===== src/rtl/sram_port_arbiter.sv =====
// rtl/sram_port_arbiter.sv - round-robin arbiter sharing one SRAM controller port, with in-order read tag routing
module sram_port_arbiter #(
    parameter int NUM_REQ         = 4,
    parameter int MAX_OUTSTANDING = 4,
    parameter int ADDR_W          = 20,
    parameter int DATA_W          = 16
) (
    input  logic                               BOARD_CLK,
    input  logic                               RESET_N,
    input  logic [NUM_REQ-1:0]                 ReqValid,
    input  logic [NUM_REQ-1:0]                 ReqWrite,
    input  logic [ADDR_W-1:0]                  ReqAddr [NUM_REQ],
    input  logic [DATA_W-1:0]                  ReqData [NUM_REQ],
    output logic [NUM_REQ-1:0]                 ReqGrant,
    output logic [NUM_REQ-1:0]                 RespValid,
    output logic [DATA_W-1:0]                  RespData,
    output logic [ADDR_W-1:0]                  AddressToSRAM,
    output logic [DATA_W-1:0]                  DataToSRAM,
    output logic                               QueueReadReq,
    output logic                               QueueWriteReq,
    input  logic                               PortReady,
    input  logic                               PortRespValid,
    input  logic [DATA_W-1:0]                  PortRespData,
    output logic [$clog2(MAX_OUTSTANDING):0]   Outstanding,
    output logic                               OrphanError
);
    localparam int ID_W  = (NUM_REQ > 1) ? $clog2(NUM_REQ) : 1;
    localparam int PTR_W = (MAX_OUTSTANDING > 1) ? $clog2(MAX_OUTSTANDING) : 1;
    localparam int CNT_W = $clog2(MAX_OUTSTANDING) + 1;

    logic [ID_W-1:0]  prio_ptr;
    logic [ID_W-1:0]  grant_id;
    logic [ID_W-1:0]  next_ptr;
    logic             grant_any;
    logic             grant_write;
    logic             push;
    logic             pop;
    logic             fifo_full;
    logic [ID_W-1:0]  tag_mem [2**PTR_W];
    logic [PTR_W-1:0] wr_ptr;
    logic [PTR_W-1:0] rd_ptr;

    assign pop = PortRespValid && (Outstanding != '0);
    // Fullness is judged after this cycle's pop so a read can slip in behind a returning response.
    assign fifo_full = (Outstanding == CNT_W'(MAX_OUTSTANDING)) && !pop;

    always_comb begin
        int             idx;
        logic [ID_W-1:0] cand;
        grant_any = 1'b0;
        grant_id  = '0;
        idx       = 0;
        cand      = '0;
        for (int k = 0; k < NUM_REQ; k++) begin
            idx = int'(prio_ptr) + k;
            if (idx >= NUM_REQ) idx = idx - NUM_REQ;
            cand = ID_W'(idx);
            if (!grant_any && ReqValid[cand] && PortReady && (ReqWrite[cand] || !fifo_full)) begin
                grant_any = 1'b1;
                grant_id  = cand;
            end
        end
    end

    assign grant_write = ReqWrite[grant_id];
    assign push        = RESET_N && grant_any && !grant_write;
    assign next_ptr    = (int'(grant_id) == NUM_REQ - 1) ? '0 : grant_id + 1'b1;

    always_comb begin
        ReqGrant = '0;
        if (RESET_N && grant_any) ReqGrant[grant_id] = 1'b1;
    end

    always_ff @(posedge BOARD_CLK) begin
        if (push) tag_mem[wr_ptr] <= grant_id;
    end

    always_ff @(posedge BOARD_CLK) begin
        if (!RESET_N) begin
            prio_ptr      <= '0;
            wr_ptr        <= '0;
            rd_ptr        <= '0;
            Outstanding   <= '0;
            QueueReadReq  <= 1'b0;
            QueueWriteReq <= 1'b0;
            AddressToSRAM <= '0;
            DataToSRAM    <= '0;
            RespValid     <= '0;
            RespData      <= '0;
            OrphanError   <= 1'b0;
        end else begin
            QueueReadReq  <= grant_any && !grant_write;
            QueueWriteReq <= grant_any && grant_write;
            if (grant_any) begin
                AddressToSRAM <= ReqAddr[grant_id];
                DataToSRAM    <= ReqData[grant_id];
                prio_ptr      <= next_ptr;
            end
            if (push) wr_ptr <= wr_ptr + 1'b1;
            RespValid <= '0;
            if (pop) begin
                RespValid[tag_mem[rd_ptr]] <= 1'b1;
                RespData                   <= PortRespData;
                rd_ptr                     <= rd_ptr + 1'b1;
            end
            if (PortRespValid && Outstanding == '0) OrphanError <= 1'b1;
            case ({push, pop})
                2'b10:   Outstanding <= Outstanding + 1'b1;
                2'b01:   Outstanding <= Outstanding - 1'b1;
                default: Outstanding <= Outstanding;
            endcase
        end
    end
endmodule


===== config.mk =====
export PLATFORM = sky130hd
export DESIGN_NAME = sram_port_arbiter
export DESIGN_NICKNAME = d
export VERILOG_FILES = /design/src/rtl/sram_port_arbiter.sv
export SDC_FILE = /design/constraint.sdc
export NUM_CORES = 1
export LEC_CHECK = 0
export BUFFER_PORTS_ARGS = -buffer_cell sky130_fd_sc_hd__buf_2
export CORE_UTILIZATION = 40
export CTS_CLUSTER_DIAMETER = 30
export DETAILED_ROUTE_END_ITERATION = 16
export GPL_ROUTABILITY_DRIVEN = 0
export MAX_ROUTING_LAYER = met4
export PLACE_DENSITY = 0.73
export SYNTH_ARGS = -nofsm -noshare
export SYNTH_HDL_FRONTEND = slang
export SYNTH_SLANG_ARGS = --single-unit
export TNS_END_PERCENT = 5

===== constraint.sdc =====
create_clock -name BOARD_CLK -period 3.3 [get_ports BOARD_CLK]
set_input_delay 0.165 -clock BOARD_CLK [delete_from_list [all_inputs] [get_ports BOARD_CLK]]
set_output_delay 0.165 -clock BOARD_CLK [all_outputs]
set_load 0.01 [all_outputs]

==> qor_table.md <==
| Parameter | Reported | Unit |
|:---|:---|:---|
| Root buffer selected by CTS | sky130_fd_sc_hd__clkbuf_16 | - |
| Number of synthesized flops with an enable pin | 8 | - |
| Main combinational cell family by area after synthesis | compound AO/OA/AOI/OAI gates | - |
| Max IR drop VDD | 0.000252 | V |
| Main synth FF type | sky130_fd_sc_hd__dfxtp_1 | - |
| CP Max Fanout | 5 | - |
| Sequential-to-total area share from yosys stat | 31.9 | % |
| Area share of the largest cell type after synthesis | 27.3 | % |
| Cell type of the slowest stage on the worst timing path | sky130_fd_sc_hd__or4b_4 | - |
| Number of antenna-violating nets in the routed design | 0 | - |
| Worst r2r dst | Outstanding[2]$_SDFFE_PN0P_ | - |
| Setup slack on the worst flop-to-flop path | 0.3 | ps |
| Initial antenna violation count | 0 | - |
| Multi-input combinational cell area | 3120 | sq um |
| Area of the die | 13300 | sq um |
| Drt first-iter violations | 467 | - |
| Hold crit path type | in2reg | - |
| Floorplan Core Area | 12600 | sq um |
| Signed area change from the synthesized netlist to the final layout | 36.7 | % |
| Total routing resource utilization after global routing | 25.1 | % |
| Clk sink count | 78 | - |
| First-pass DRT Iterations | 5 | - |
| Tot Pwr | 3.64 | mW |
| Post-Synthesis Mean Instance Area | 8.42 | sq um |
| Vertical extent of the die | 115 | um |
| Final setup violation count | 0 | - |
| Crit path kind | reg2reg | - |
| Total standard cell area after synthesis | 5140 | sq um |
| Number of max-capacitance violations reported | 0 | - |
| Number of distinct library cells after synthesis | 63 | - |
| Fillcell total | 1152 | - |
| Gate count after technology mapping | 611 | - |
| Synthesis-stage register bit count | 78 | - |
| Fin Setup TNS | 0 | ps |
| Post-route insts no fill | 1028 | - |
| Asr flop ratio synth | 0 | % |
| HPWL after detailed placement | 11.2 | mm |
| Via count of the routed design | 5533 | - |
| Leading post-synthesis cells by instance count | sky130_fd_sc_hd__nand2_1, sky130_fd_sc_hd__dfxtp_1, sky130_fd_sc_hd__o21ai_0, sky130_fd_sc_hd__inv_1, sky130_fd_sc_hd__mux2i_1 | - |
| CP startpoint kind | register | - |
| Adder and majority gate portion of the synthesized area | 2.58 | % |
| Maximum number of pins on one net before global-route repair | 39 | - |
| Total area of sequential cells | 1650 | sq um |
| CP cell instances | or4b_4 -> buf_6 -> o211ai_1 -> o211ai_2 -> a21oi_2 -> o31ai_1 -> a32o_2 -> a2bb2oi_4 -> ha_2 -> inv_1 -> fa_2 -> xor2_1 -> or3_1 -> a21boi_1 | - |
| Non-Filler Cell Area, Final | 7030 | sq um |
| Delay-heaviest family, CP | compound AO/OA/AOI/OAI gates | - |
| Cells taking the most area after synthesis | sky130_fd_sc_hd__dfxtp_1, sky130_fd_sc_hd__mux2i_1, sky130_fd_sc_hd__o21ai_0, sky130_fd_sc_hd__o221ai_1, sky130_fd_sc_hd__a221oi_2 | - |
| Leak Pwr | 3.23 | nW |
| Setup repair after global routing missed its margin | true | - |
| Average via count per standard cell | 5.38 | - |
| Worst Hold Slack | 50.6 | ps |
| Maximum root-to-sink buffer count | 2 | - |
| Worst-case headroom to the max-slew limit | 67.4 | % |
| Slew of the pin with the lowest slew margin | 488 | ps |
| Via count of the first global-routing pass | 5115 | - |
| Post-route fraction of the period consumed by the critical path | 100 | % |
| Largest area contributor in the synthesized netlist | sky130_fd_sc_hd__dfxtp_1 | - |
| Post-CTS clock slew at the launch and capture registers of the worst setup and hold paths | 70 | ps |
| Data required time at the worst endpoint | 3580 | ps |
| Final routed wire length divided by cell count | 15.7 | um |
| Post-route worst setup slack | 0.293 | ps |
| Placed instance area | 6630 | sq um |
| Total CTS buffers | 9 | - |
| Final Net Count | 1033 | - |
| Buffering stage count on the worst path with inverters included | 2 | - |
| Global-route wire length before repair | 25.3 | mm |
| Final core utilization | 55.9 | % |
| Multiplexer share of the synthesized area | 9.27 | % |
| Worst Reg2Reg Path Length in Cells | 14 | - |
| Run status | complete, no violations | - |
| Startpoint of the worst-slack reg-to-reg timing path | Outstanding[0]$_SDFFE_PN0P_ | - |
| Initial Utilization | 40.9 | % |
| Ports | 238 | - |
| Xor and xnor area share after synthesis | 0.681 | % |
| Area fraction in and, or, nand and nor cells after synthesis | 14.7 | % |
| Most frequent cell after synthesis | sky130_fd_sc_hd__nand2_1 | - |
| Grt ovf | 0 | - |
| Count of port buffers added during placement | 237 | - |
| Count of endpoints failing hold in the final timing report | 0 | - |
| Count of final max-slew check failures | 0 | - |
| Number of synthesis warnings | 0 | - |
| Cell Count Post-Placement | 1006 | - |
| Achievable Freq | 303 | MHz |
| TritonCTS clock tree | built | - |
| Clock tree skew after final layout | 12.1 | ps |
| Antenna cell count | 0 | - |
| End of the worst hold path | RespData[6]$_SDFFE_PN0P_ | - |
| Origin of the worst min-delay path | PortRespData[6] | - |
| Fin crit period | 3300 | ps |
| Max incr delay on CP | 520 | ps |
| Arrival time reported for the critical path endpoint | 3580 | ps |
| Fraction of final layout cells with drive strength greater than 1 | 40.8 | % |
| Pwr per Cell Area | 518 | nW/um^2 |
| H-Tree Level Count | 3 | - |
| Fraction of the mapped netlist area in compound gates | 32.4 | % |
| Setup WS pre-CTS | -96.4 | ps |
| Final routed DRC violation total | 0 | - |
| Number of instances on the worst hold path | 3 | - |
| Element type at the critical path end | register | - |
| Number of core rows | 41 | - |
| Aggregate routed wire length | 16.1 | mm |
| Clock latency of the later-clocked register in the worst-skew pair | 350 | ps |
| Die X-Extent | 115 | um |
| Syn nets | 793 | - |
[worst min-delay path, delay by kind of cell]
family                 cells  cell delay (ps)
AOI/OAI and AO/OA          1               60
buffers and inverters      1               90
and+or+nand+nor            1               40
[area by class of cell]
cell class	count	share of cell area (%)
multi-input combinational	432	44.4
sequential	78	23.5
timing repair buffer	281	22.3
clock buffer	9	3.20
tap	172	3.06
inverter	49	2.62
clock inverter	7	0.890
[timing repair]
item,in CTS,in global routing
cloned,1,0
gates resized for setup,12,3
pin swaps,10,4
hold buffers,0,0
setup endpoints to repair,8,5
setup buffers,5,0
[routing by layer]
| metal | vias to the layer above | track usage (%) | wire length [um] |
|---|---|---|---|
| li1 | 2708 | - | - |
| met1 | 2568 | 31.0 | 6940 |
| met2 | 226 | 39.4 | 7780 |
| met3 | 31 | 5.90 | 1100 |
| met4 | 0 | 9.52 | 295 |
| met5 | - | - | 0 |
[layout by cell type, fill, tap and decap left out, drive strengths merged, types with 9 or more instances in the layout]
master / Yosys / final
o21ai: 83 / 83
clkbuf: 31 / 9
buf: 21 / 281
mux2i: 42 / 42
inv: 49 / 54
nor2: 41 / 41
ha: 9 / 9
nand2: 78 / 78
dfxtp: 70 / 70
nor2b: 9 / 9
o221ai: 37 / 37
a21boi: 18 / 18
a221oi: 37 / 37
[sequential cells by signal, summed over array words and instances (netlist names), named ones only]
name / count
AddressToSRAM: 20
prio_ptr: 2
QueueReadReq: 1
DataToSRAM: 16
RespData: 16
QueueWriteReq: 1
Outstanding: 3
tag_mem: 8
RespValid: 4
wr_ptr: 2
OrphanError: 1
rd_ptr: 2
[power by group]
part / switching, mW / leakage (nW) / internal, mW / total [mW]
combinational: 0.816 / 2.44 / 0.648 / 1.46
sequential: 0.0756 / 0.649 / 1.10 / 1.18
clock: 0.471 / 0.141 / 0.528 / 0.999
total: 1.36 / 3.23 / 2.28 / 3.64
[how the worst max path moves through the flow]
stage / from / to / slack [ps] / depth (start not counted)
after floorplan: Outstanding[1]$_SDFFE_PN0P_ / Outstanding[2]$_SDFFE_PN0P_ / -240 / 15
after global placement: Outstanding[1]$_SDFFE_PN0P_ / Outstanding[2]$_SDFFE_PN0P_ / -50 / 14
after detailed placement: Outstanding[1]$_SDFFE_PN0P_ / Outstanding[2]$_SDFFE_PN0P_ / -100 / 14
after CTS: Outstanding[0]$_SDFFE_PN0P_ / Outstanding[2]$_SDFFE_PN0P_ / 9 / 14
after global routing: Outstanding[0]$_SDFFE_PN0P_ / Outstanding[2]$_SDFFE_PN0P_ / -160 / 14
final: Outstanding[0]$_SDFFE_PN0P_ / Outstanding[2]$_SDFFE_PN0P_ / 0.3 / 14
[logic make-up (layout without fill, tap and decap cells)]
kind of cell,count (synthesis),count (layout)
flip-flops,78,78
AO/OA/AOI/OAI,206,206
adder cells (fa/ha/maj),10,10
AND/OR/NAND/NOR,167,167
multiplexers,45,45
XOR/XNOR,4,4
buffers and inverters,101,346
Power figures use the tool's default switching activity.
